**src/rtl/cart_hdr_loader.sv**
```systemverilog
// Boot-time cartridge header loader: scans ROM bytes 0x0134..0x014D, checks the
// header checksum and latches type/size codes while holding the system in reset.
module cart_hdr_loader #(
  parameter int unsigned WAIT_CYCLES = 1
) (
  input  logic        clk,
  input  logic        reset,
  input  logic        reload,
  input  logic [7:0]  rdata,
  output logic [14:0] oadr,
  output logic        ocs_rom,
  output logic        busy,
  output logic        sys_hold,
  output logic        valid,
  output logic [7:0]  mbc_type,
  output logic [2:0]  rom_size,
  output logic [1:0]  ram_size,
  output logic        size_err,
  output logic        hdr_ok
);

  localparam int unsigned AW = 15;
  localparam int unsigned CW = 4;
  localparam logic [AW-1:0] ADR_FIRST = AW'(16'h0134);
  localparam logic [AW-1:0] ADR_TYPE  = AW'(16'h0147);
  localparam logic [AW-1:0] ADR_ROM   = AW'(16'h0148);
  localparam logic [AW-1:0] ADR_RAM   = AW'(16'h0149);
  localparam logic [AW-1:0] ADR_CHK   = AW'(16'h014D);
  // The ADDR cycle is the first chip-select cycle, so WAIT only covers the rest.
  localparam logic [CW-1:0] WAIT_LAST = CW'((WAIT_CYCLES > 1) ? WAIT_CYCLES - 2 : 0);

  localparam logic [2:0] S_ADDR   = 3'd0;
  localparam logic [2:0] S_WAIT   = 3'd1;
  localparam logic [2:0] S_SAMPLE = 3'd2;
  localparam logic [2:0] S_GAP    = 3'd3;
  localparam logic [2:0] S_DONE   = 3'd4;

  logic [2:0]    state;
  logic [2:0]    state_nx;
  logic [AW-1:0] addr;
  logic [7:0]    chk;
  logic [CW-1:0] wcnt;
  logic          capture_c;
  logic          cs_state_c;

  always_ff @(posedge clk or negedge reset) begin
    if (!reset) state <= S_ADDR;
    else        state <= state_nx;
  end

  // Next state and the capture strobe that marks the rdata sampling edge.
  always_comb begin
    state_nx  = state;
    capture_c = 1'b0;
    case (state)
      S_ADDR: begin
        if (WAIT_CYCLES == 0) begin
          capture_c = 1'b1;
          state_nx  = S_GAP;
        end else if (WAIT_CYCLES == 1) begin
          state_nx = S_SAMPLE;
        end else begin
          state_nx = S_WAIT;
        end
      end
      S_WAIT:   if (wcnt == WAIT_LAST) state_nx = S_SAMPLE;
      S_SAMPLE: begin
        capture_c = 1'b1;
        state_nx  = S_GAP;
      end
      S_GAP:    state_nx = (addr == ADR_CHK) ? S_DONE : S_ADDR;
      S_DONE:   if (reload) state_nx = S_ADDR;
      default:  state_nx = S_ADDR;
    endcase
  end

  // Reset gates the select so the bus is released the moment reset asserts.
  assign cs_state_c = (state == S_ADDR) || (state == S_WAIT) || (state == S_SAMPLE);
  assign ocs_rom    = cs_state_c & reset;
  assign oadr       = cs_state_c ? addr : '0;

  always_ff @(posedge clk or negedge reset) begin
    if (!reset) begin
      addr     <= ADR_FIRST;
      chk      <= '0;
      wcnt     <= '0;
      busy     <= 1'b1;
      sys_hold <= 1'b1;
      valid    <= 1'b0;
      mbc_type <= '0;
      rom_size <= '0;
      ram_size <= '0;
      size_err <= 1'b0;
      hdr_ok   <= 1'b0;
    end else begin
      if (state == S_ADDR)      wcnt <= '0;
      else if (state == S_WAIT) wcnt <= wcnt + CW'(1);

      if (state == S_GAP) begin
        if (addr == ADR_CHK) begin
          busy     <= 1'b0;
          sys_hold <= 1'b0;
          valid    <= 1'b1;
        end else begin
          addr <= addr + AW'(1);
        end
      end

      // Restart keeps the old type/size codes until the new scan overwrites them.
      if (state == S_DONE && reload) begin
        valid    <= 1'b0;
        busy     <= 1'b1;
        sys_hold <= 1'b1;
        chk      <= '0;
        size_err <= 1'b0;
        hdr_ok   <= 1'b0;
        addr     <= ADR_FIRST;
      end

      if (capture_c) begin
        if (addr < ADR_CHK) chk <= chk - rdata - 8'd1;
        if (addr == ADR_TYPE) mbc_type <= rdata;
        if (addr == ADR_ROM) begin
          rom_size <= (rdata > 8'd6) ? 3'd6 : rdata[2:0];
          if (rdata > 8'd6) size_err <= 1'b1;
        end
        if (addr == ADR_RAM) begin
          ram_size <= (rdata > 8'd3) ? 2'd3 : rdata[1:0];
          if (rdata > 8'd3) size_err <= 1'b1;
        end
        if (addr == ADR_CHK) hdr_ok <= (rdata == chk);
      end
    end
  end

endmodule

```
**config.mk**
```make
export PLATFORM = sky130hd
export DESIGN_NAME = cart_hdr_loader
export DESIGN_NICKNAME = d
export VERILOG_FILES = /design/src/rtl/cart_hdr_loader.sv
export SDC_FILE = /design/constraint.sdc
export NUM_CORES = 1
export LEC_CHECK = 0
export BUFFER_PORTS_ARGS = -buffer_cell sky130_fd_sc_hd__buf_2
export CORE_MARGIN = 2
export CORE_UTILIZATION = 58
export CTS_BUF_LIST = sky130_fd_sc_hd__clkbuf_8
export CTS_CLUSTER_DIAMETER = 100
export DETAILED_ROUTE_END_ITERATION = 16
export HOLD_SLACK_MARGIN = 0.06
export PLACE_DENSITY_LB_ADDON = 0.2
export SLEW_MARGIN = 25
export SYNTH_ARGS = -nofsm -noshare
export SYNTH_HDL_FRONTEND = slang
export SYNTH_SLANG_ARGS = --single-unit
```
**constraint.sdc**
```tcl
create_clock -name clk -period 3.56 [get_ports clk]
set_input_delay 0.712 -clock clk [delete_from_list [all_inputs] [get_ports clk]]
set_output_delay 0.712 -clock clk [all_outputs]
set_load 0.05 [all_outputs]
```
Word-level counts from Yosys, hierarchy flattened
Index checks and enable logic that the tools add are counted.
Widths: inputs -> output; s select.

word-level totals
  bits of input ports = 11
  output and inout bits = 34
  flip-flop bits (word level) = 47
  word-level logic and storage cells = 76

cells by class
  $lt $le $gt $ge = 3
  multiplexer cells = 31
  add/subtract/negate cells = 4
  equality and inequality tests = 12
  reduce and logical (&&, ||, !) cells = 14
  bitwise logic cells = 1

operator list
  cell                   count
  $eq 15x9->1 const B    4
  $mux 15                4
  $mux 8                 3
  $mux 1                 16
  $add 15x1->15 const B  1
  $lt 15x9->1 const B    1
  $pmux 3 s5             1
  $mux 3                 4
  $reduce_and 2->1       6
  $eq 8x8->1             1
  $gt 8x2->1 const B     1
  $gt 8x3->1 const B     1
  $mux 4                 2
  $sub 8x1->8 const B    1
  $sub 8x8->8            1
  $eq 3x2->1 const B     2
  $reduce_bool 2->1      3
  $add 4x1->4 const B    1
  $logic_not 4->1        1
  $ne 2x2->1 const B     2
  $eq 3x1->1 const B     1
  $eq 3x3->1 const B     1
  $logic_not 3->1        1
  $logic_or 1x1->1       2
  4 further kinds        4

Longest topological paths before layout
Gate-level depths: netlist of the first run.

  word-level depth = 8
  gate-level depth with buffers = 8
  mapped depth without buffers = 8

Worst setup path before layout of the first run
Ideal clock, no wire load.

  path type = in2reg
  start = input port rdata[0]
  end = register chk[6]
  path slack = 1.330 ns
  library setup time = 0.136 ns
  data required time = 3.424 ns
  data arrival time = 2.094 ns
  cell stages on the path = 8
  path buffers = 0
  path through = inv_1 -> ha_1 -> fa_1 -> a211oi_1 -> o21bai_1 -> a21oi_1 -> xor2_1 -> mux2i_1

between the ends
  longest elaborated chain between the ends = 4

RTL lines
  element                 RTL line  text
  start: declaration      9         input logic [7:0] rdata,
  $sub 8x8->8             121       if (addr < ADR_CHK) chk <= chk - rdata - 8'd1;
  $sub 8x1->8             121
  $mux 8                  121
  $mux 8                  120       if (capture_c) begin
  end signal: assignment  121
  end: declaration        41        logic [7:0] chk;

Every way passes these cells.
A chain may end at the register's enable or synchronous reset.

Final worst setup path of the first run
  start = register state[2]
  end = output port oadr[0]

between the ends
  longest elaborated chain between the ends = 4
  elaborated cells on any way between the ends = 6
  those cells by class = eq/ne (2); mux (1); reduce/logical (3)

RTL lines
  element                                               RTL line  text
  start: declaration                                    38        logic [2:0] state;
  start signal: assignment                              48        else state <= state_nx;
  $eq 3x1->1 / $logic_not 3->1 (equally long branches)  78        assign cs_state_c = (state == S_ADDR) || (state == S_WAIT) || (state == S_SAMPLE);
  $logic_or 1x1->1                                      78
  $logic_or 1x1->1 *                                    78
  $mux 15 *                                             80        assign oadr = cs_state_c ? addr : '0;
  end: declaration                                      10        output logic [14:0] oadr,

Mark *: on every way between the ends. The rest lies on a longest branch, timed or not.

==> reports/qor.csv, run 1 <==
stage;metric;value;unit
clock_network;total CTS buffers;5;
critical_path;CP Class;flop to output pin;
yosys;library cells used by synthesis;49;
yosys;number of flops mapped to enable cells by yosys;0;
critical_path;CP Capture Type;output pin;
worst_hold_path;Hold EP;sys_hold$_DFFE_PN1P_;
worst_hold_path;hold path start;sys_hold$_DFFE_PN1P_;
yosys;syn_area_per_cell;9.38;sq um
detailed_routing;vias per cell;5.74;
die;CORE AREA;0.00466;sq mm
placed_design;DP HPWL;4210;microns
yosys;Syn Nets;319;
final_layout;Final Instance Area;0.00316;sq mm
grt;met2 GRT Util;0.421;
clock_network;clk root buf;clkbuf_8;
worst_hold_path;Hold Crit Depth;2;
die;site row count;25;
timing;# setup viols final;0;
clock_network;Clock Latency Late Sink;0.30;ns
critical_path;r2r startpoint;addr[2]$_DFFE_PN1P_;
yosys;Mapped Cells;295;
die;DIE HEIGHT;73.1;microns
timing;Slew HR;0.446;
placed_design;GP Congestion;0.906;
grt;vias in the first global route;2179;
critical_path;Max stage delay cell, worst path;a21oi_1;
clock_network;H-tree Lvls;2;
yosys;share of the synthesized area in the top cell type;0.380;
grt;pin count of the biggest net entering global routing;48;
grt;GRT Total Usage;0.241;
grt;met1 Use GR;0.308;
clock_network;setup bufs post-CTS;0;
timing;pin slew with the least headroom to its limit;0.831;ns
timing;Final Hold Viols;0;
yosys;cell taking the most area after synthesis;dfrtp_1;
run_status;status;finished, final reports clean;
final_layout;fillcell total;392;
critical_path;max incr delay on CP;0.71;ns
timing;clk_skew;0.00682;ns
timing;Final Max Tran Viols;0;
yosys;commonest cells in the synthesized netlist;dfrtp_1, nand2_1, nor2_1;
final_layout;area delta synth->final;14.2;%
die;Top-Level Pins;45;
final_layout;nets;361;
timing;fin crit share;0.767;
critical_path;R2R depth;5;
detailed_routing;Initial DRC Count;187;
critical_path;worst endpoint data arrival time;2.02;ns
clock_network;hold bufs inserted after CTS;0;
timing;fmax;366;MHz
final_layout;n_diodes;0;
power;VDD IR max;0.420;mV
timing;unrepaired setup endpoints after global routing;false;
grt;first-pass GRT wire length;9950;microns
grt;GRT Max-Usage Layer;met2;
timing;Worst Setup Slack, final;0.830;ns
critical_path;maximum fanout along the worst path;16;
placed_design;Port Buffers;44;
yosys;part of the Yosys area used for sequential elements;0.427;
timing;setup TNS;0;ns
worst_hold_path;HP Class;flop to flop;
yosys;ys async rst share;1.00;
die;Die Area;0.00534;sq mm
critical_path;CP Launch Type;flop;
power;Pwr Density;770;mW/mm^2
grt;antenna violations before repair;0;
yosys;Post-Syn Area;0.00277;sq mm
critical_path;critical path, cell by cell;a21oi_1 -> and2_1 -> buf_2;
placed_design;Post-DP Area;0.00303;sq mm
detailed_routing;DR vias;2249;
die;starting utilization of the core area;0.594;
detailed_routing;DRC;0;
detailed_routing;Pre-antenna DRT Iters;4;
clock_network;Post-CTS Resized;0;
yosys;cell with the most instances after synthesis;dfrtp_1;
final_layout;share of cells above drive strength 1;0.213;
clock_network;Clock Path Buffers;2;
timing;fin crit period;2.73;ns
grt;global route total overflow;0;
critical_path;Crit path required time;2.85;ns
yosys;YS warnings;0;
detailed_routing;final wirelength;5880;microns
clock_network;CTS tree;done;
die;Die W;73.1;microns
flow_run;maximum capacitance violations;0;
yosys;Top FF cell, synth;dfrtp_1;
yosys;Area contributors post-synth;dfrtp_1, ha_1, nand2_1, dfstp_2, and2_1;
critical_path;Reg2Reg Setup Slack;1.21;ns
detailed_routing;DRT antenna net count;0;
clock_network;clk slew on worst S/H paths;0.09;ns
yosys;Yosys reg bits;47;
power;P_leak;1.53;nW
clock_network;Clock Sinks;47;
grt;GRT met3 Usage;0.0373;
critical_path;FF-to-FF End;addr[12]$_DFFE_PN0P_;
placed_design;pre-CTS WS;1.07;ns
detailed_routing;WL/cell;15.0;microns
registers in the layout, summed over array words and instances (netlist names):
signal and cells:
ram_size 2, chk 8, rom_size 3, hdr_ok 1, valid 1, addr 15, wcnt 4, sys_hold 1
state 3, size_err 1, mbc_type 8
per-layer routing:
| metal | part of all wire | vias to the layer above |
|---|---|---|
| met5 | 0 | - |
| met3 | 0.041 | 9 |
| met4 | 0.014 | 0 |
| met1 | 0.44 | 1058 |
| met2 | 0.50 | 53 |
| li1 | - | 1129 |
cells in the final DEF (no fill, tap or decap), types with 2 or more instances in the layout:
cell        n
nand3b_1    2
inv_1      17
and3_1      3
mux2_2      7
dfrtp_1    42
o211ai_1    5
or3_1       3
a211oi_1    2
a21oi_1    10
mux2i_1     8
and3b_1     2
nand2b_1    3
a31oi_1     4
dfstp_2     5
a211o_1     2
nor3_1      2
o31ai_1     4
nand2_1    38
ha_1       12
o21ai_0    19
buf_4       3
clkbuf_8    5
xnor2_1     5
nand4_1     5
buf_2      44
and2_1     16
nor4_4      3
bufinv_16   2
xor2_1      3
nor2_1     23
or4_1       2
nand3_1    15
a21o_1      4
o311ai_0    2
cell families after synthesis:
| group | after synthesis | synth area share |
|---|---|---|
| simple gates | 125 | 0.250 |
| compound gates | 58 | 0.134 |
| flops | 47 | 0.427 |
| buf+inv | 28 | 0.0403 |
| mux | 16 | 0.0615 |
| fa+ha+maj | 13 | 0.0615 |
| xor+xnor | 8 | 0.0253 |
through the flow:
| step | instances | total power [mW] | hold WS, ns | util |
|---|---|---|---|---|
| 6_report | 392 | 2.43 | 0.485 | 0.678 |
| 4_1_cts | 392 | 2.44 | 0.493 | 0.678 |
| 5_1_grt | 392 | 2.60 | 0.512 | 0.678 |
| 3_5_place_dp | 384 | 1.97 | 0.477 | 0.649 |
| 2_1_floorplan | 295 | 1.73 | 0.416 | - |
| 3_3_place_gp | 384 | 1.93 | 0.448 | 0.649 |
area by class of cell:
class | count | area [sq um] | share of cell area
well taps | 54 | 67.6 | 0.0214
repair buffers | 47 | 243 | 0.0769
clock buffers | 5 | 68.8 | 0.0218
flip-flops and latches | 47 | 1180 | 0.374
clock inverters | 3 | 63.8 | 0.0202
inverters | 16 | 60.1 | 0.0190
multi-input cells | 220 | 1470 | 0.466
worst max-delay path: cells and delay by family, from the launching register on:
kind	cells	cell delay, ns
AO/OA/AOI/OAI	1	0.71
AND/OR/NAND/NOR	1	0.22
flip-flops	1	0.53
buffers and inverters	1	0.26
power breakdown:
group | switching, mW | leakage, nW | internal, mW
Combinational | 0.736 | 0.875 | 0.366
Clock | 0.185 | 0.0695 | 0.278
Sequential | 0.191 | 0.582 | 0.676
worst max-delay path by stage:
stage | start | to | slack (ns) | depth (start not counted)
detailed placement | rdata[0] | chk[6]$_DFF_PN0_ | 1.07 | 9
global route | state[1]$_DFFE_PN0P_ | oadr[9] | 0.66 | 3
global placement | rdata[0] | chk[6]$_DFF_PN0_ | 1.11 | 9
floorplan | rdata[0] | chk[6]$_DFF_PN0_ | 1.33 | 8
CTS | state[2]$_DFFE_PN0P_ | ocs_rom | 0.80 | 3
finish | state[2]$_DFFE_PN0P_ | oadr[0] | 0.83 | 3
(Power assumes the default switching activity.)
==> run 2, diff against run 1 <==
--- a/config.mk
+++ b/config.mk
@@ -5,9 +5,10 @@
 export SDC_FILE = /design/constraint.sdc
 export NUM_CORES = 1
 export LEC_CHECK = 0
+export ABC_AREA = 1
 export BUFFER_PORTS_ARGS = -buffer_cell sky130_fd_sc_hd__buf_2
 export CORE_MARGIN = 2
-export CORE_UTILIZATION = 58
+export CORE_UTILIZATION = 54
 export CTS_BUF_LIST = sky130_fd_sc_hd__clkbuf_8
 export CTS_CLUSTER_DIAMETER = 100
 export DETAILED_ROUTE_END_ITERATION = 16
==> constraint.sdc (replaced) <==
create_clock -name clk -period 2.4 [get_ports clk]
set_input_delay 0.48 -clock clk [delete_from_list [all_inputs] [get_ports clk]]
set_output_delay 0.48 -clock clk [all_outputs]
set_load 0.05 [all_outputs]
==> run 2 against run 1 <==
Against the previous run: clock skew grew 0.0024 ns; register-to-register slack lost 0.68 ns; largest cell class unchanged; clock power increased by 2%; highest routed layer unchanged; sequential power rose by 36%; first-iteration DRC count fell by 13%.
==> reports/qor.csv, run 2 <==
stage;metric;value;unit;change
grt;GRT met3 Usage;0.0464;;was 0.0373
final_layout;commonest non-fill, non-tap cell in the layout;nand2_1;;was buf_2
timing;fin crit share;0.967;;
die;CORE AREA;0.00551;sq mm;was 0.00466 sq mm
final_layout;biggest registers after layout;addr (15), chk (8), mbc_type (8);;unchanged
power;VDD IR max;0.812;mV;was 0.420 mV
yosys;number of flops mapped to enable cells by yosys;0;;unchanged
power;Pwr Density;968;mW/mm^2;was 770 mW/mm^2
clock_network;total CTS buffers;5;;unchanged
yosys;cell taking the most area after synthesis;dfrtp_1;;unchanged
grt;met1 Use GR;0.303;;was 0.308
detailed_routing;Pre-antenna DRT Iters;5;;was 4
grt;first-pass GRT wire length;11800;microns;was 9950 microns
yosys;YS warnings;0;;unchanged
die;starting utilization of the core area;0.561;;was 0.594
grt;vias in the first global route;2673;;was 2179
critical_path;CP Capture Type;output pin;;unchanged
detailed_routing;Initial DRC Count;163;;was 187
power;Sw Ratio;0.492;;was 0.457
timing;unrepaired setup endpoints after global routing;true;;was false
timing;fmax;431;MHz;
final_layout;Reg with most FFs;addr;;unchanged
grt;met2 GRT Util;0.407;;was 0.421
power;switching power;1.66;mW;was 1.11 mW
final_layout;area delta synth->final;13.3;%;was 14.2%
power;logic gate share of total power;0.513;;was 0.453
yosys;Yosys reg bits;47;;unchanged
final_layout;Final Instance Area;0.00350;sq mm;was 0.00316 sq mm
final_layout;share of cells above drive strength 1;0.195;;was 0.213
detailed_routing;DRC;0;;unchanged
detailed_routing;DR vias;2819;;was 2249
die;Die W;79.6;microns;was 73.1 microns
critical_path;R2R depth;8;;was 5
critical_path;Reg2Reg Setup Slack;0.53;ns;was 1.21 ns
placed_design;Port Buffers;44;;unchanged
grt;global route total overflow;0;;unchanged
yosys;library cells used by synthesis;34;;was 49
critical_path;maximum fanout along the worst path;8;;was 16
die;site row count;27;;was 25
detailed_routing;final wirelength;6830;microns;was 5880 microns
yosys;Mapped Cells;436;;was 295
grt;GRT Total Usage;0.238;;was 0.241
final_layout;n_diodes;0;;unchanged
clock_network;H-tree Lvls;2;;unchanged
placed_design;DP HPWL;5150;microns;was 4210 microns
power;internal power;1.72;mW;was 1.32 mW
detailed_routing;WL/cell;12.3;microns;was 15.0 microns
final_layout;Largest register FFs;15;;unchanged
power;P_leak;1.90;nW;was 1.53 nW
final_layout;most frequent cells in the layout;nand2_1, inv_1, nand3_1, dfrtp_1, nor2_1;;was buf_2, dfrtp_1, nand2_1, nor2_1, o21ai_0
run_status;status;finished, final reports clean;;unchanged
power;Clk network pwr share;0.140;;was 0.190
critical_path;crit path from;state[2]$_DFFE_PN0P_;;unchanged
yosys;syn_area_per_cell;7.08;sq um;was 9.38 sq um
die;Top-Level Pins;45;;unchanged
clock_network;Clock Sinks;47;;unchanged
placed_design;GP Congestion;0.952;;was 0.906
final_layout;post-layout util;0.635;;was 0.678
timing;# setup viols final;0;;unchanged
final_layout;fillcell total;501;;was 392
timing;Slew HR;0.612;;was 0.446
worst_hold_path;HP Class;primary input to asynchronous set/reset pin;;was flop to flop
clock_network;clk root buf;clkbuf_8;;unchanged
clock_network;CTS tree;done;;unchanged
critical_path;worst endpoint data arrival time;1.84;ns;was 2.02 ns
yosys;cell with the most instances after synthesis;nand2_1;;was dfrtp_1
grt;GRT Max-Usage Layer;met2;;unchanged
yosys;ys async rst share;1.00;;unchanged
yosys;share of the synthesized area in the top cell type;0.340;;was 0.380
yosys;commonest cells in the synthesized netlist;nand2_1, inv_1, nand3_1;;was dfrtp_1, nand2_1, nor2_1
final_layout;nets;506;;was 361
yosys;Top FF cell, synth;dfrtp_1;;unchanged
clock_network;Clock Path Buffers;2;;unchanged
critical_path;CP Launch Type;flop;;unchanged
yosys;part of the Yosys area used for sequential elements;0.383;;was 0.427
critical_path;Crit path required time;1.92;ns;was 2.85 ns
timing;fin crit period;2.32;ns;
detailed_routing;vias per cell;5.08;;was 5.74
timing;Final Hold Viols;0;;unchanged
timing;clk_skew;0.00922;ns;was 0.00682 ns
grt;antenna violations before repair;0;;unchanged
flow_run;maximum capacitance violations;0;;unchanged
detailed_routing;DRT antenna net count;0;;unchanged
timing;pin slew with the least headroom to its limit;0.583;ns;was 0.831 ns
die;Die Area;0.00634;sq mm;was 0.00534 sq mm
grt;pin count of the biggest net entering global routing;48;;unchanged
clock_network;Clock Latency Late Sink;0.31;ns;was 0.30 ns
critical_path;r2r startpoint;addr[0]$_DFFE_PN0P_;;was addr[2]$_DFFE_PN1P_
power;Reg power frac;0.347;;was 0.356
timing;hold_ws;0.298;ns;was 0.485 ns
placed_design;Post-DP Area;0.00336;sq mm;was 0.00303 sq mm
timing;Final Max Tran Viols;0;;unchanged
clock_network;clk slew on worst S/H paths;0.09;ns;about the same
final_layout;FF/Latch Area;0.00118;sq mm;about the same
clock_network;setup bufs post-CTS;0;;unchanged
critical_path;CP Class;flop to output pin;;unchanged
yosys;Area contributors post-synth;dfrtp_1, nand2_1, nand3_1, inv_1, ha_1;;was dfrtp_1, ha_1, nand2_1, dfstp_2, and2_1
yosys;Post-Syn Area;0.00309;sq mm;was 0.00277 sq mm
critical_path;FF-to-FF End;addr[8]$_DFFE_PN1P_;;was addr[12]$_DFFE_PN0P_
die;DIE HEIGHT;79.6;microns;was 73.1 microns
final_layout;multi-input logic area;0.00160;sq mm;was 0.00147 sq mm
yosys;Syn Nets;460;;was 319
run 2: cell types whose count changed in the layout (fill, tap and decap cells not counted), moves of 8 or more:
cell	previous run	this run
mux2i_1	8	0
nor2_1	23	37
and2_1	16	0
buf_2	44	32
nand2_1	38	134
nand3_1	15	48
o21ai_2	0	8
inv_1	17	64
run 2: per-layer routing:
metal,routed length (microns),up-vias
li1,-,1471
met1,3170,1287
met2,3280,48
met3,247,13
met4,131,0
met5,0,-
run 2: logic make-up after synthesis:
| kind of cell | after synthesis | share of synthesized area |
|---|---|---|
| compound gates | 39 | 0.0758 |
| xor+xnor | 7 | 0.0199 |
| fa+ha+maj | 13 | 0.0551 |
| buf+inv | 77 | 0.103 |
| flops | 47 | 0.383 |
| simple gates | 253 | 0.363 |
run 2: power by group through the flow:
stage	Clock [mW]	Combinational (mW)	Sequential [mW]
floorplan	0	1.38	1.12
global placement	0	1.61	1.17
detailed placement	0	1.65	1.18
CTS	0.486	1.71	1.17
global route	0.519	1.96	1.20
finish	0.473	1.74	1.18
run 2: final cells by class:
| cell class | instances | area share |
|---|---|---|
| Timing Repair inverter | 1 | 0.00215 |
| Timing Repair Buffer | 47 | 0.0780 |
| Clock buffer | 5 | 0.0197 |
| Clock inverter | 3 | 0.00465 |
| Multi-Input combinational cell | 312 | 0.458 |
| Tap cell | 72 | 0.0258 |
| Sequential cell | 47 | 0.339 |
| Inverter | 68 | 0.0730 |
run 2: per-stage QoR:
stage	power (mW)	worst slack (ns)	TNS (ns)	cells
after detailed placement	2.83	0.234	0	546
after CTS	3.36	0.0150	0	555
after floorplan	2.50	0.391	0	436
after global routing	3.69	-0.0196	-0.0540	555
after global placement	2.78	0.302	0	546
final	3.39	0.0784	0	555
run 2: worst max path at each step:
stage                     endpoint  slack (ns)  cells after the start
after floorplan            oadr[7]        0.39                      8
final                      oadr[8]        0.08                      8
after CTS                  oadr[4]        0.01                      8
after global placement     oadr[4]        0.30                      8
after detailed placement   oadr[4]        0.23                      8
after global routing       oadr[5]       -0.02                      8
run 2: worst max-delay path, cell delays in order (launching register included):
cell	delay (ns)
dfrtp_2	0.45
nor3_4	0.26
inv_1	0.10
nand2_2	0.13
nor2_4	0.07
inv_2	0.15
nand2_1	0.08
inv_1	0.05
buf_2	0.25
run 2: repair_timing:
| action | in CTS | in global routing |
|---|---|---|
| cloned | 1 | 0 |
| endpoints found under the setup margin | 16 | 16 |
| pin swaps | 0 | 1 |
| hold buffers | 0 | 0 |
| gates resized for setup | 4 | 23 |
==> run 3, diff against run 2 <==
--- a/config.mk
+++ b/config.mk
@@ -14,6 +14,7 @@
 export DETAILED_ROUTE_END_ITERATION = 16
 export HOLD_SLACK_MARGIN = 0.06
 export PLACE_DENSITY_LB_ADDON = 0.2
+export RECOVER_POWER = 25
 export SLEW_MARGIN = 25
 export SYNTH_ARGS = -nofsm -noshare
 export SYNTH_HDL_FRONTEND = slang
==> run 3 against run 2 <==
Against the previous run: critical path depth unchanged; register-to-register slack improved by 0.02 ns; via count increased by 0.28%; die area unchanged; worst setup slack about the same; sequential cell count unchanged; sequential power about the same; fmax about the same; critical path type unchanged; hold slack improved by 0.16 ns; clock power about the same; count of clock-buffer cells in the layout unchanged; non-clock buffer count unchanged.
==> reports/qor.csv, run 3 (synthesis results as in run 2) <==
stage;metric;value;unit;change
run_status;status;finished, final reports clean;;unchanged
die;CORE AREA;0.00551;sq mm;unchanged
timing;fin crit period;2.32;ns;about the same
die;Die W;79.6;microns;unchanged
critical_path;crit path from;state[2]$_DFFE_PN0P_;;unchanged
power;Clk network pwr share;0.140;;about the same
grt;met2 GRT Util;0.407;;unchanged
critical_path;crit-path most repeated cell;inv_1;;unchanged
timing;# setup viols final;0;;unchanged
clock_network;setup bufs post-CTS;0;;unchanged
critical_path;r2r startpoint;addr[0]$_DFFE_PN0P_;;unchanged
power;internal power;1.72;mW;about the same
critical_path;maximum fanout along the worst path;8;;unchanged
final_layout;most frequent cells in the layout;nand2_1, inv_1, nand3_1, dfrtp_1, nor2_1;;unchanged
final_layout;post-route insts no fill;555;;unchanged
critical_path;critical path, cell by cell;nor3_4 -> inv_1 -> nand2_2 -> nor2_4 -> inv_2 -> nand2_1 -> inv_1 -> buf_2;;unchanged
placed_design;Port Buffers;44;;unchanged
critical_path;Max stage delay cell, worst path;dfrtp_2;;unchanged
placed_design;DP HPWL;5150;microns;unchanged
grt;GRT met3 Usage;0.0464;;unchanged
detailed_routing;DRT antenna net count;0;;unchanged
clock_network;CTS tree;done;;unchanged
placed_design;GP Congestion;0.952;;unchanged
detailed_routing;DR vias;2827;;was 2819
timing;fin crit share;0.967;;about the same
grt;GRT Total Usage;0.238;;unchanged
timing;fmax;431;MHz;about the same
timing;Slew HR;0.235;;was 0.612
clock_network;Clock Sinks;47;;unchanged
detailed_routing;final wirelength;6820;microns;was 6830 microns
worst_hold_path;Hold EP;rom_size[0]$_DFFE_PN0P_;;
power;Reg power frac;0.347;;about the same
grt;global route total overflow;0;;unchanged
power;logic gate share of total power;0.513;;about the same
timing;unrepaired setup endpoints after global routing;true;;unchanged
critical_path;FF-to-FF End;addr[8]$_DFFE_PN1P_;;unchanged
critical_path;max incr delay on CP;0.45;ns;about the same
detailed_routing;DRC;0;;unchanged
timing;pin slew with the least headroom to its limit;1.15;ns;was 0.583 ns
detailed_routing;Pre-antenna DRT Iters;5;;unchanged
grt;GRT Max-Usage Layer;met2;;unchanged
critical_path;Crit path required time;1.92;ns;about the same
final_layout;fillcell total;503;;was 501
power;Pwr Density;968;mW/mm^2;about the same
detailed_routing;Initial DRC Count;163;;unchanged
timing;Worst Setup Slack, final;0.0784;ns;about the same
detailed_routing;WL/cell;12.3;microns;about the same
die;starting utilization of the core area;0.561;;unchanged
worst_hold_path;Hold Crit Depth;3;;
timing;Final Hold Viols;0;;unchanged
power;P_leak;1.90;nW;about the same
critical_path;CP Launch Type;flop;;unchanged
clock_network;H-tree Lvls;2;;unchanged
power;VDD IR max;0.811;mV;was 0.812 mV
die;Top-Level Pins;45;;unchanged
final_layout;commonest non-fill, non-tap cell in the layout;nand2_1;;unchanged
grt;first-pass GRT wire length;11800;microns;unchanged
final_layout;n_diodes;0;;unchanged
worst_hold_path;hold path start;rdata[0];;
grt;pin count of the biggest net entering global routing;48;;unchanged
power;switching power;1.66;mW;about the same
clock_network;Clock Latency Late Sink;0.31;ns;about the same
final_layout;multi-input logic area;0.00160;sq mm;unchanged
detailed_routing;vias per cell;5.09;;was 5.08
die;DIE HEIGHT;79.6;microns;unchanged
timing;Final Max Tran Viols;0;;unchanged
placed_design;pre-CTS WS;0.234;ns;unchanged
flow_run;maximum capacitance violations;0;;unchanged
grt;met1 Use GR;0.303;;unchanged
final_layout;area delta synth->final;13.2;%;was 13.3%
clock_network;hold bufs inserted after CTS;0;;unchanged
power;Sw Ratio;0.491;;was 0.492
clock_network;clk root buf;clkbuf_8;;unchanged
final_layout;Reg with most FFs;addr;;unchanged
critical_path;CP Class;flop to output pin;;unchanged
grt;antenna violations before repair;0;;unchanged
final_layout;nets;506;;unchanged
final_layout;Largest register FFs;15;;unchanged
clock_network;clk slew on worst S/H paths;0.09;ns;about the same
final_layout;share of cells above drive strength 1;0.193;;was 0.195
critical_path;Reg2Reg Setup Slack;0.55;ns;was 0.53 ns
clock_network;Clock Path Buffers;2;;unchanged
worst_hold_path;HP Class;primary input to flop;;was primary input to asynchronous set/reset pin
die;site row count;27;;unchanged
die;Die Area;0.00634;sq mm;unchanged
grt;vias in the first global route;2673;;unchanged
placed_design;Placed Cells;546;;unchanged
final_layout;biggest registers after layout;addr (15), chk (8), mbc_type (8);;unchanged
critical_path;R2R depth;8;;unchanged
critical_path;CP Capture Type;output pin;;unchanged
final_layout;FF/Latch Area;0.00118;sq mm;unchanged
clock_network;total CTS buffers;5;;unchanged
critical_path;worst endpoint data arrival time;1.84;ns;about the same
timing;clk_skew;0.00904;ns;was 0.00922 ns
run 3: final cells by class:
type / instances / share of cell area
multi-input combinational: 312 / 0.459
timing repair inverter: 1 / 0.00215
sequential: 47 / 0.339
inverter: 68 / 0.0730
tap: 72 / 0.0258
clock inverter: 3 / 0.00465
timing repair buffer: 47 / 0.0770
clock buffer: 5 / 0.0197
run 3: how the worst max path moves through the flow:
stage | endpoint | cells after the start
after global routing | oadr[5] | 8
after CTS | oadr[4] | 8
after detailed placement | oadr[4] | 8
final | oadr[8] | 8
after floorplan | oadr[7] | 8
after global placement | oadr[4] | 8
run 3: per-stage QoR:
step / hold WS [ns] / util / instance area [sq um] / TNS [ns] / power [mW]
2_1_floorplan: 0.184 / - / 3090 / 0 / 2.50
3_3_place_gp: 0.460 / 0.610 / 3360 / 0 / 2.78
3_5_place_dp: 0.468 / 0.610 / 3360 / 0 / 2.83
4_1_cts: 0.330 / 0.629 / 3460 / 0 / 3.36
5_1_grt: 0.447 / 0.635 / 3490 / -0.0540 / 3.69
6_report: 0.458 / 0.635 / 3490 / 0 / 3.38
run 3: timing repair:
| action | CTS | global route |
|---|---|---|
| resized for setup | 4 | 23 |
| pin swaps | 0 | 1 |
| gates cloned | 1 | 0 |
| endpoints found under the hold margin | 0 | 0 |
| setup endpoints to repair | 16 | 16 |
run 3: layer usage:
layer / routed length [microns] / up-vias / part of all wire
li1: - / 1475 / -
met1: 3150 / 1282 / 0.46
met2: 3270 / 59 / 0.48
met3: 285 / 11 / 0.042
met4: 115 / 0 / 0.017
met5: 0 / - / 0
run 3: power by group through the flow:
stage                     registers, mW  clock network (mW)  logic [mW]
final                              1.18               0.473        1.73
after CTS                          1.17               0.486        1.71
after detailed placement           1.18                   0        1.65
after global placement             1.17                   0        1.61
after global routing               1.20               0.519        1.96
after floorplan                    1.12                   0        1.38
run 3: critical path, delay by kind of cell, from the launching register on:
family                 cells  cell delay [ns]
and+or+nand+nor            4             0.54
buffers and inverters      4             0.55
DFF                        1             0.45
